==> config.mk <==
export PLATFORM = sky130hd
export DESIGN_NAME = mii_frame_burst_generator
export DESIGN_NICKNAME = d
export VERILOG_FILES = /design/src/rtl/mii_frame_burst_generator.sv
export SDC_FILE = /design/constraint.sdc
export NUM_CORES = 1
export LEC_CHECK = 0
export CORE_MARGIN = 2
export CORE_UTILIZATION = 25
export DETAILED_ROUTE_END_ITERATION = 6
export SLEW_MARGIN = 15
export SYNTH_ARGS = -nofsm -noshare
export SYNTH_HDL_FRONTEND = slang
export SYNTH_SLANG_ARGS = --single-unit
==> constraint.sdc <==
create_clock -name clk -period 5.3 [get_ports clk]
set_input_delay 0.53 -clock clk [delete_from_list [all_inputs] [get_ports clk]]
set_output_delay 0.53 -clock clk [all_outputs]
set_load 0.05 [all_outputs]
==> src/rtl/mii_frame_burst_generator.sv <==
// XGMII-style frame burst source: preamble/SFD, seeded body, terminate, IFG.
// Burst-count or continuous mode with abort, stop-after-frame and error inject.
module mii_frame_burst_generator #(
   parameter int DATA_WIDTH = 64,
   parameter int CTRL_WIDTH = DATA_WIDTH / 8,
   parameter int MIN_LEN    = 64,
   parameter int MAX_LEN    = 1518
) (
   input  logic                  clk,
   input  logic                  i_rst,
   input  logic                  i_start,
   input  logic                  i_mode,
   input  logic [15:0]           i_frame_count,
   input  logic [15:0]           i_frame_len,
   input  logic [7:0]            i_ifg_words,
   input  logic [7:0]            i_seed,
   input  logic [7:0]            i_interrupt,
   output logic [DATA_WIDTH-1:0] o_tx_data,
   output logic [CTRL_WIDTH-1:0] o_tx_ctrl,
   output logic                  o_busy,
   output logic [15:0]           o_frames_sent,
   output logic                  o_done
);

   localparam int LANES     = DATA_WIDTH / 8;
   localparam int LB        = $clog2(LANES);
   localparam int PRE_WORDS = 8 / LANES;

   localparam logic [63:0] PRE = 64'hD5555555555555FB;
   localparam logic [DATA_WIDTH-1:0] W_IDLE  = {LANES{8'h07}};
   localparam logic [DATA_WIDTH-1:0] W_ABORT = {LANES{8'hFE}};
   localparam logic [DATA_WIDTH-1:0] W_TERM  = {{(LANES-1){8'h07}}, 8'hFD};
   localparam logic [15:0] LEN_MIN = 16'(MIN_LEN);
   localparam logic [15:0] LEN_MAX = 16'(MAX_LEN);

   typedef enum logic [2:0] {
      IDLE, PREAMBLE, BODY, TERM, IFG
   } state_t;

   state_t state, state_d;

   logic [DATA_WIDTH-1:0] data_q, data_d;
   logic [CTRL_WIDTH-1:0] ctrl_q, ctrl_d;
   logic                  busy_q, done_q, done_d;
   logic [15:0]           sent_q, sent_d, sent_inc;
   logic                  start_q;
   logic [15:0]           len_q, len_d;
   logic [7:0]            seed_q, seed_d;
   logic [7:0]            ifg_q, ifg_d;
   logic [15:0]           wcnt, wcnt_d;
   logic [7:0]            icnt, icnt_d;
   logic                  pcnt, pcnt_d;
   logic                  stop_q, stop_d;
   logic                  err_q, err_d;
   logic                  abort_q, abort_d;

   logic [15:0] clen, rem, nwords, last_w, body_idx;
   logic [7:0]  ifg_eff;
   logic        start_ok, in_frame, abort_req, err_req, end_run;
   logic        go_pre, go_body, body_fd;

   function automatic logic [CTRL_WIDTH+DATA_WIDTH-1:0] body_word(
      input logic [15:0] w,
      input logic        fd_last,
      input logic [15:0] r,
      input logic [7:0]  seed,
      input logic        err
   );
      logic [DATA_WIDTH-1:0] d;
      logic [CTRL_WIDTH-1:0] c;
      logic [15:0]           k, lane;
      d = '0;
      c = '0;
      for (int i = 0; i < LANES; i++) begin
         lane = 16'(i);
         k    = (w << LB) + lane;
         if (fd_last && lane > r) begin
            d[8*i +: 8] = 8'h07;
            c[i]        = 1'b1;
         end else if (fd_last && lane == r) begin
            d[8*i +: 8] = 8'hFD;
            c[i]        = 1'b1;
         end else begin
            d[8*i +: 8] = seed + k[7:0];
         end
      end
      if (err) begin
         d[7:0] = 8'hFE;
         c[0]   = 1'b1;
      end
      return {c, d};
   endfunction

   assign clen = (i_frame_len < LEN_MIN) ? LEN_MIN :
                 (i_frame_len > LEN_MAX) ? LEN_MAX : i_frame_len;
   assign rem      = len_q & 16'(LANES - 1);
   assign nwords   = (len_q + 16'(LANES - 1)) >> LB;
   assign last_w   = nwords - 16'd1;
   assign ifg_eff  = (ifg_q == 8'd0) ? 8'd1 : ifg_q;
   assign sent_inc = (sent_q == 16'hFFFF) ? sent_q : sent_q + 16'd1;

   // Mode 0 starts on a rising edge only; mode 1 runs on level.
   assign start_ok = i_mode ? i_start
                            : (i_start & ~start_q & (i_frame_count != 16'd0));
   assign in_frame  = (state == PREAMBLE) || (state == BODY) ||
                      (state == TERM);
   assign abort_req = in_frame && (i_interrupt == 8'h01);
   assign err_req   = err_q || (in_frame && (i_interrupt == 8'h03));
   assign end_run   = abort_q || stop_q || (i_interrupt == 8'h02) ||
                      (i_mode ? ~i_start : (sent_q >= i_frame_count));

   always_comb begin
      state_d  = state;
      data_d   = W_IDLE;
      ctrl_d   = '1;
      done_d   = 1'b0;
      sent_d   = sent_q;
      len_d    = len_q;
      seed_d   = seed_q;
      ifg_d    = ifg_q;
      wcnt_d   = wcnt;
      icnt_d   = icnt;
      pcnt_d   = pcnt;
      stop_d   = stop_q || ((state != IDLE) && (i_interrupt == 8'h02));
      err_d    = err_req;
      abort_d  = abort_q;
      go_pre   = 1'b0;
      go_body  = 1'b0;
      body_idx = wcnt;
      body_fd  = 1'b0;

      unique case (state)
         IDLE: begin
            if (start_ok) begin
               go_pre = 1'b1;
               sent_d = '0;
            end
         end
         PREAMBLE: begin
            if (pcnt != 1'(PRE_WORDS - 1)) begin
               data_d = PRE[63 -: DATA_WIDTH];
               ctrl_d = '0;
               pcnt_d = 1'b1;
            end else begin
               go_body  = 1'b1;
               body_idx = 16'd0;
            end
         end
         BODY: begin
            if (wcnt != last_w) begin
               go_body  = 1'b1;
               body_idx = wcnt + 16'd1;
            end else if (rem == 16'd0) begin
               state_d = TERM;
               data_d  = W_TERM;
               sent_d  = sent_inc;
            end else begin
               state_d = IFG;
               icnt_d  = 8'd1;
            end
         end
         TERM: begin
            state_d = IFG;
            icnt_d  = 8'd1;
         end
         IFG: begin
            if (icnt < ifg_eff) begin
               icnt_d = icnt + 8'd1;
            end else if (end_run) begin
               state_d = IDLE;
               done_d  = 1'b1;
            end else begin
               go_pre = 1'b1;
            end
         end
         default: state_d = IDLE;
      endcase

      if (go_pre) begin
         state_d = PREAMBLE;
         data_d  = PRE[DATA_WIDTH-1:0];
         ctrl_d  = CTRL_WIDTH'(1);
         pcnt_d  = 1'b0;
         len_d   = clen;
         seed_d  = i_seed;
         ifg_d   = i_ifg_words;
         abort_d = 1'b0;
         err_d   = 1'b0;
      end

      if (go_body) begin
         body_fd = (body_idx == last_w) && (rem != 16'd0);
         state_d = BODY;
         wcnt_d  = body_idx;
         {ctrl_d, data_d} = body_word(body_idx, body_fd, rem,
                                      seed_q, err_req);
         err_d   = 1'b0;
         if (body_fd) sent_d = sent_inc;
      end

      // Abort replaces whatever word was due, including a pending FD.
      if (abort_req) begin
         state_d = TERM;
         data_d  = W_ABORT;
         ctrl_d  = '1;
         sent_d  = sent_q;
         wcnt_d  = wcnt;
         abort_d = 1'b1;
         err_d   = 1'b0;
      end

      if ((state_d != PREAMBLE) && (state_d != BODY)) err_d = 1'b0;
      if (state_d == IDLE) begin
         stop_d  = 1'b0;
         abort_d = 1'b0;
      end
   end

   always_ff @(posedge clk) begin
      if (i_rst) begin
         state   <= IDLE;
         data_q  <= W_IDLE;
         ctrl_q  <= '1;
         busy_q  <= 1'b0;
         done_q  <= 1'b0;
         sent_q  <= '0;
         start_q <= 1'b0;
         len_q   <= LEN_MIN;
         seed_q  <= '0;
         ifg_q   <= 8'd1;
         wcnt    <= '0;
         icnt    <= '0;
         pcnt    <= 1'b0;
         stop_q  <= 1'b0;
         err_q   <= 1'b0;
         abort_q <= 1'b0;
      end else begin
         state   <= state_d;
         data_q  <= data_d;
         ctrl_q  <= ctrl_d;
         busy_q  <= (state_d != IDLE);
         done_q  <= done_d;
         sent_q  <= sent_d;
         start_q <= i_start;
         len_q   <= len_d;
         seed_q  <= seed_d;
         ifg_q   <= ifg_d;
         wcnt    <= wcnt_d;
         icnt    <= icnt_d;
         pcnt    <= pcnt_d;
         stop_q  <= stop_d;
         err_q   <= err_d;
         abort_q <= abort_d;
      end
   end

   assign o_tx_data     = data_q;
   assign o_tx_ctrl     = ctrl_q;
   assign o_busy        = busy_q;
   assign o_frames_sent = sent_q;
   assign o_done        = done_q;

endmodule

; ---- Yosys cells after proc, flatten, opt, wreduce, memory -nomap -nowiden
; Index checks and enable logic that the tools add are counted.
[op_classes]
addsub = 20
order_cmp = 12
eq_ne = 22
n_mux = 83
bitwise_logic = 6
reduce_logical = 46
[ops]
columns = op, n
row1 = $mux 64, 4
row2 = $mux 8, 27
row3 = $mux 16, 10
row4 = $pmux 64 s2, 1
row5 = $add 8x8->8, 8
row6 = $pmux 16 s2, 2
row7 = $add 16x1->16 const B, 2
row8 = $add 8x3->8 const B, 4
row9 = $reduce_bool 16->1, 2
row10 = $mux 1, 28
row11 = $pmux 8 s3, 1
row12 = $logic_and 1x1->1, 21
row13 = $mux 3, 7
row14 = $add 16x3->16 const B, 1
row15 = $add 8x1->8 const B, 2
row16 = $add 8x2->8 const B, 2
row17 = $eq 16x16->1, 1
row18 = $eq 16x16->1 const B, 1
row19 = $eq 8x2->1 const B, 2
row20 = $ge 16x16->1, 1
row21 = $gt 16x11->1 const B, 1
row22 = $logic_not 16->1, 1
row23 = $lt 16x7->1 const B, 1
row24 = $ne 16x16->1, 1
row25 = 29 further kinds, 58
[totals]
reg_bits = 154
inputBits = 60
output_inout_bits = 90
wordCells = 206

; ---- Logic depth before layout (Yosys ltp)
; Gate-level depths: netlist of run 1.
[depth]
ltp_word = 13
ltp_mapped = 28
depth_no_buf = 22

; ---- Worst setup path before layout of run 1
; Ideal clock, no wire load.
[synth_timing]
kind = register to register
startpoint = reg len_q[0]
endpoint = reg data_q[15] (netlist: o_tx_data[15])
setup_ps = 120
arrival_ps = 5175
required_time_ps = 5180
path_slack_ps = 5
stages_incl_launch_ff = 27
n_path_buf = 5
period_less_slack_ps = 5295
cell_sequence = dfxtp_1 -> buf_2 -> or3_1 -> clkbuf_1 -> clkbuf_1 -> xnor2_1 -> ha_1 -> or4b_1 -> mux2i_1 -> a32oi_2 -> xor2_1 -> a2111oi_4 -> and4_1 -> buf_4 -> or3_1 -> and2_1 -> inv_1 -> ha_1 -> inv_1 -> fa_1 -> clkbuf_1 -> inv_1 -> a21o_1 -> a21oi_1 -> o21ai_0 -> xor2_1 -> o31a_1
[synth_between]
elab_chain_cells = 12
elab_cells_between_ends = 20
classes_between = add/sub (4) / order compare (1) / eq/ne (3) / mux (8) / reduce/logical (4)
[synth_lines]
columns = item, line
row1 = "start, declared", 47  ; logic [15:0] len_q, len_d;
row2 = "start signal, assigned", 245  ; len_q <= len_d;
row3 = $add 16x3->16 *, 97  ; assign nwords = (len_q + 16'(LANES - 1)) >> LB;
row4 = $sub 13x1->14 *, 98  ; assign last_w = nwords - 16'd1;
row5 = $ne 16x16->1 *, 150  ; if (wcnt != last_w) begin
row6 = $mux 16 *, 150
row7 = $pmux 16 s2 *, 132  ; unique case (state)
row8 = named net body_idx[0], 57  ; logic [15:0] clen, rem, nwords, last_w, body_idx;
row9 = branches (longest 4 deep; another with $add 8x1->8), -
row10 = $mux 8 *, 77  ; if (fd_last && lane > r) begin
row11 = $mux 64 *, 191  ; if (go_body) begin
row12 = $mux 64 *, 202  ; if (abort_req) begin
row13 = "end signal, assigned", 239  ; data_q <= data_d;
row14 = "end, declared", 42  ; logic [DATA_WIDTH-1:0] data_q, data_d;
; Mark *: on every way through the listed nets, which the timed path passes.
; A chain may end at the register's enable or synchronous reset.

; ---- Final worst setup path of run 1
[layout_timing]
startpoint = reg len_q[0]
endpoint = reg sent_q[14] (netlist: o_frames_sent[14])
[layout_between]
elab_chain_cells = 9
elab_cells_between_ends = 16
classes_between = add/sub (2) / eq/ne (2) / mux (9) / reduce/logical (3)
[layout_lines]
columns = item, line
row1 = $add 16x3->16, 97
row2 = $sub 13x1->14, 98
row3 = $ne 16x16->1, 150
row4 = $mux 16, 150
row5 = $pmux 16 s2, 132
row6 = $eq 16x16->1, 192  ; body_fd = (body_idx == last_w) && (rem != 16'd0);
row7 = $logic_and 1x1->1, 192
row8 = $mux 16, 198  ; if (body_fd) sent_d = sent_inc;
row9 = $mux 16 *, 191
row10 = "end signal, assigned", 243  ; sent_q <= sent_d;
row11 = "end, declared", 45  ; logic [15:0] sent_q, sent_d, sent_inc;
; Every way passes the cells marked *; elsewhere a longest branch is shown, timed or not.

==> results.py, run 1 <==
metrics = {
    "power_and_ir_drop": {
        "p_leak_nw": 4.80,
        "vdd_ir_drop_max_mv": 0.188,
        "p_per_area_mw_per_mm2": 274,
    },
    "layout": {
        "fin_nets": 1444,
        "area_growth_pct": 29.1,
        "final_cell_mix": "dfxtp_1 (153), clkdlybuf4s50_1 (148), nand2_1 (115), nor2_1 (96), o21ai_0 (96)",
        "fill_cells": 3958,
        "drive_gt1_share_pct": 9.38,
        "antennaDiodeCount": 0,
        "final_common_cell": "dfxtp_1",
        "stdcell_count": 1865,
    },
    "routing": {
        "drc": 0,
        "drt_first_pass_iters": 5,
        "avgViaCountPerCell": 5.19,
        "antenna_left": 0,
        "wl_per_cell_um": 18.0,
        "vias": 9673,
        "routed_wl_um": 33500,
        "drt_iter0_drc": 855,
    },
    "grt": {
        "grt_pass1_vias": 9128,
        "grt_usage_pct": 16.6,
        "grt_antenna_before_repair": 0,
        "grt_pass1_wl_um": 51700,
        "grt_remaining_overflow": 0,
        "grt_start_max_net_pins": 64,
    },
    "yosys": {
        "async_reset_ff_share_pct": 0,
        "synthFlopType": "dfxtp_1",
        "synth_area_leader_cell": "dfxtp_1",
        "ys_ff_latch": 153,
        "syn_nets": 1308,
        "yosys-top-cells-area": "dfxtp_1 (32%), ha_1 (5.2%), o21ai_0 (5.1%), nand2_1 (4.5%), a21oi_1 (4.1%)",
        "synth-warning-count": 0,
        "syn_area_per_cell_um2": 7.95,
        "synth-edff-count": 0,
        "synth-seq-area-share_pct": 31.9,
        "yosysUniqueCellTypes": 83,
        "netlist_instances": 1206,
        "synth_top_area_share_pct": 31.9,
        "synth_area_mm2": 0.00959,
    },
    "sta": {
        "holdWs_ns": 0.500,
        "clock-skew-final_ns": 0.0142,
        "finalSetupViolations": 0,
        "setup_slack_ns": 0.338,
        "slew_headroom_pct": 25.2,
        "finalCritPeriodShare_pct": 93.6,
        "worst_slew_pin_slew_ns": 1.12,
        "period_needed_ns": 4.96,
        "drv_slew": 0,
        "timing.fmax_mhz": 202,
        "hold_viol": 0,
    },
    "setup_path": {
        "path_max_fanout": 12,
        "critPathArrivalTime_ns": 5.34,
        "end_kind": "flop",
        "path_class": "reg -> reg",
        "critPathSlowestCell": "or3_4",
        "crit_required_ns": 5.67,
        "max_stage_delay_ns": 0.43,
        "startpoint_type": "flop",
        "worstPathCellList": "or3_4 > xnor2_2 > ha_2 > buf_4 > nand2_1 > nor4b_1 > o21ai_0 > a211oi_2 > nor4_1 > and4_4 > buf_4 > nor3_1 > mux2i_1 > xor2_1 > and4_1 > buf_4 > a2bb2o_1 > buf_4 > o311ai_0 > a21oi_1",
        "path_common_cell": "buf_4",
    },
    "clock_tree": {
        "clk_latency_ns": 0.44,
        "htreeDepth": 4,
        "clock_sinks": 153,
        "clockRootBuffer": "clkbuf_16",
        "cts_hold_buf": 0,
        "clk_pin_slew_ns": 0.07,
        "cts_made_buffers": 17,
        "tritoncts": "yes",
        "cts_buffer_depth": 2,
    },
    "floorplan": {
        "pin_count": 150,
        "die_h_um": 200,
        "die_w_um": 200,
        "start_util_pct": 25.4,
        "core_area_mm2": 0.0378,
        "dieArea_mm2": 0.0399,
        "num_rows": 71,
    },
    "placed_design": {
        "gp_congestion": 0.935,
        "place_inst": 1830,
        "dpl.hpwl_um": 25400,
        "io_buffer_count": 149,
        "dp_slack_ns": 0.194,
    },
    "hold_path": {
        "hold_class": "reg -> reg",
    },
    "flow_run": {
        "cap_violations": 0,
    },
    "run_status": {
        "status": "completed",
    },
}
worst max-delay path: cells and delay by family, from the launching register on:
kind	cells	cell delay, ns
simple gates	7	1.89
buf+inv	4	0.69
fa+ha+maj	1	0.20
flops	1	0.36
mux	1	0.27
compound gates	5	1.08
xor+xnor	2	0.41
cells in the mapped netlist (13+ instances only):
master / number
nand2_1: 116
a21o_1: 21
nor4_1: 15
ha_1: 40
or3_1: 15
clkbuf_1: 62
xor2_1: 38
and3_1: 22
a21oi_1: 78
a211oi_1: 13
nand3_1: 44
o21ai_0: 97
nand4_1: 22
xnor2_1: 36
inv_1: 46
nor3_1: 28
dfxtp_1: 153
mux2i_1: 36
a31oi_1: 17
nor2_1: 97
repair_timing:
| action | in CTS | in global routing |
|---|---|---|
| endpoints found under the setup margin | 0 | 60 |
| resized for setup | 0 | 22 |
| setup buffers | 0 | 4 |
metrics by stage:
step	utilization, %	area (um^2)	power [mW]	setup TNS, ns
after CTS	32.5	12300	3.37	0
after global routing	32.8	12400	3.53	-0.0349
after global placement	31.0	11700	2.23	0
after floorplan	-	9590	1.90	0
final	32.8	12400	3.39	0
after detailed placement	31.0	11700	2.23	0
metal layers:
metal	GRT usage (%)	routed length [um]	vias to the layer above
met5	0	0	-
met4	4.69	592	0
met3	2.77	2240	41
met2	27.0	15500	393
met1	22.6	15200	4628
li1	-	-	4611
flip-flops by register name, summed over array words and instances (netlist names):
signal and flops:
ifg_q 8, state 3, start_q 1, o_busy 1
stop_q 1, abort_q 1, err_q 1, o_tx_data 64
len_q 16, o_done 1, o_tx_ctrl 8, o_frames_sent 16
wcnt 16, seed_q 8, icnt 8
power breakdown:
part / switching [mW] / internal (mW) / total [mW]
clock: 0.526 / 0.616 / 1.14
sequential: 0.0538 / 1.22 / 1.27
combinational: 0.598 / 0.374 / 0.972
total: 1.18 / 2.21 / 3.39
cells by family after synthesis:
kind of cell             after synthesis  synth area share [%]
AO/OA/AOI/OAI                        328                  22.2
XOR/XNOR                              77                  7.40
AND/OR/NAND/NOR                      436                  23.2
buffers and inverters                132                  5.68
adder cells (fa/ha/maj)               42                  5.64
flip-flops                           153                  31.9
other                                  1                0.0391
multiplexers                          37                  3.88
area by class of cell:
cell class / count / area, um^2 / area share, %
repair buffers: 203 / 1890 / 15.3
inverters: 46 / 173 / 1.40
flip-flops and latches: 153 / 3060 / 24.7
clock buffers: 20 / 447 / 3.61
clock inverters: 11 / 88.8 / 0.718
multi-input cells: 921 / 6070 / 49.1
well taps: 511 / 639 / 5.17
worst paths after layout:
| path | end | startpoint | depth (start not counted) | slack (ns) |
|---|---|---|---|---|
| worst max register to register | o_frames_sent[14] | len_q[0] | 20 | 0.34 |
| worst min register to register | ifg_q[0] | ifg_q[0] | 2 | 0.50 |
| worst max-delay path | o_frames_sent[14] | len_q[0] | 20 | 0.34 |
| worst min-delay path | ifg_q[0] | ifg_q[0] | 2 | 0.50 |
Power figures use the tool's default switching activity.
==> inputs of run 2 (changes only) <==
- clock period: 5.3 -> 6.1 ns (I/O delays scaled with it)
==> results.py, run 2 (synthesized netlist as in run 1, its figures left out) <==
metrics = {
    "placed_design": {
        "place_inst": 1819,
        "io_buffer_count": 149,
        "gp_congestion": 0.909,
        "dpl.hpwl_um": 25200,
    },
    "power_and_ir_drop": {
        "p_int_mw": 1.90,
        "switching_power_mw": 1.06,
        "p_sw_share_pct": 35.8,
        "p_leak_nw": 4.74,
        "power_frac_comb_pct": 27.4,
        "p_per_area_mw_per_mm2": 242,
        "p_seq_share_pct": 37.4,
        "pwr-share-clk_pct": 35.1,
        "vdd_ir_drop_max_mv": 0.158,
    },
    "grt": {
        "gr-usage-met2_pct": 26.9,
        "grt.busiest_layer": "met2",
        "grt_util_met1_pct": 22.5,
        "grt_start_max_net_pins": 65,
        "use_met3_pct": 2.42,
        "grt_remaining_overflow": 0,
        "grt_usage_pct": 16.4,
        "grt_pass1_vias": 8982,
        "grt_pass1_wl_um": 51200,
        "grt_antenna_before_repair": 0,
    },
    "setup_path": {
        "crit_start": "len_q[0]",
        "path_class": "reg -> reg",
        "r2r_cells": 19,
        "reg2reg_slack_ns": 0.49,
        "crit_required_ns": 6.38,
        "startpoint_type": "flop",
        "rr_endpoint": "o_tx_data[55]",
        "critPathArrivalTime_ns": 5.89,
        "r2r_start": "len_q[0]",
        "path_max_fanout": 17,
        "end_kind": "flop",
    },
    "clock_tree": {
        "htreeDepth": 4,
        "clk_latency_ns": 0.43,
        "tritoncts": "yes",
        "cts_buffer_depth": 2,
        "clock_sinks": 153,
        "clk_pin_slew_ns": 0.07,
        "post_cts_buffers": 0,
        "clockRootBuffer": "clkbuf_16",
        "cts_made_buffers": 17,
    },
    "floorplan": {
        "num_rows": 71,
        "die_h_um": 200,
        "die_w_um": 200,
        "pin_count": 150,
        "dieArea_mm2": 0.0399,
        "core_area_mm2": 0.0378,
        "start_util_pct": 25.4,
    },
    "sta": {
        "finalCritPeriodShare_pct": 92.0,
        "clock-skew-final_ns": 0.00984,
        "period_needed_ns": 5.61,
        "timing.fmax_mhz": 178,
        "setup_tns_ns": 0,
        "rsz0062_at_grt": "false",
        "drv_slew": 0,
        "finalSetupViolations": 0,
        "hold_viol": 0,
        "worst_slew_pin_slew_ns": 1.10,
        "slew_headroom_pct": 26.5,
    },
    "routing": {
        "vias": 9492,
        "wl_per_cell_um": 17.9,
        "drt_first_pass_iters": 7,
        "antenna_left": 0,
        "avgViaCountPerCell": 5.13,
        "routed_wl_um": 33200,
        "drt_iter0_drc": 691,
        "drc": 12,
    },
    "layout": {
        "fin_nets": 1429,
        "largest_reg_flops": 64,
        "area_growth_pct": 27.3,
        "final_cell_mix": "dfxtp_1 (153), clkdlybuf4s50_1 (148), nand2_1 (115), nor2_1 (97), o21ai_0 (97)",
        "utilization_pct": 32.3,
        "drive_gt1_share_pct": 7.39,
        "antennaDiodeCount": 0,
        "stdcell_count": 1850,
        "final_common_cell": "dfxtp_1",
        "fill_cells": 3963,
    },
    "hold_path": {
        "holdPathStages": 2,
        "min_delay_worst_endpoint": "ifg_q[1]",
        "hold_class": "reg -> reg",
        "hold_start": "ifg_q[1]",
    },
    "flow_run": {
        "cap_violations": 0,
    },
    "run_status": {
        "violations": "DRC",
        "status": "complete, but fails checks",
    },
}
## run 2: worst max path at each step
stage	slack, ns	end
2_1_floorplan	0.80	o_tx_data[15]
3_3_place_gp	0.65	o_tx_data[55]
3_5_place_dp	0.51	o_tx_data[55]
4_1_cts	0.46	o_tx_data[55]
5_1_grt	0.08	o_tx_data[39]
6_report	0.49	o_tx_data[55]
## run 2: cell type report
class | count | area (um^2) | area share (%)
inverter | 46 | 173 | 1.41
timing repair buffer | 188 | 1780 | 14.6
clock inverter | 14 | 133 | 1.09
multi-input combinational | 921 | 6000 | 49.1
tap | 511 | 639 | 5.24
clock buffer | 17 | 425 | 3.48
sequential | 153 | 3060 | 25.1
## run 2: repair_timing
action | 4_1_cts | 5_1_grt
hold buffers | 0 | 0
endpoints found under the setup margin | 0 | 3
gates resized for setup | 0 | 1
## run 2: metrics by stage
step	total power, mW	instance area [um^2]	hold slack (ns)	setup slack, ns
after detailed placement	1.94	11600	0.488	0.507
after floorplan	1.65	9590	0.442	0.805
final	2.96	12200	0.496	0.487
after global routing	3.08	12200	0.530	0.0756
after CTS	2.97	12200	0.503	0.457
after global placement	1.93	11600	0.480	0.645
## run 2: critical path: stages (launching register included)
cell and delay, ns:
dfxtp_1 0.54, or3_1 0.51, xnor2_1 0.17, ha_1 0.28, or4b_1 0.49, mux2i_1 0.21
a32oi_2 0.20, xor2_1 0.25, a2111oi_4 0.38, and4_1 0.40, nor2_1 0.18, nand2_1 0.11
o21a_1 0.20, inv_1 0.07, ha_1 0.50, nand4_1 0.33, o21ai_0 0.30, xnor2_1 0.14
o21a_1 0.13, o21ai_0 0.06
## run 2: routing by layer
| metal | wire length (um) | share of wire [%] |
|---|---|---|
| met2 | 15200 | 46 |
| met5 | 0 | 0 |
| met4 | 644 | 1.9 |
| met3 | 2080 | 6.3 |
| met1 | 15200 | 46 |
## run 2: power groups by stage
stage,Sequential [mW],Combinational [mW],Clock (mW)
after floorplan,1.24,0.405,0
after global placement,1.13,0.805,0
after detailed placement,1.13,0.806,0
after CTS,1.11,0.810,1.06
after global routing,1.11,0.869,1.10
final,1.11,0.813,1.04
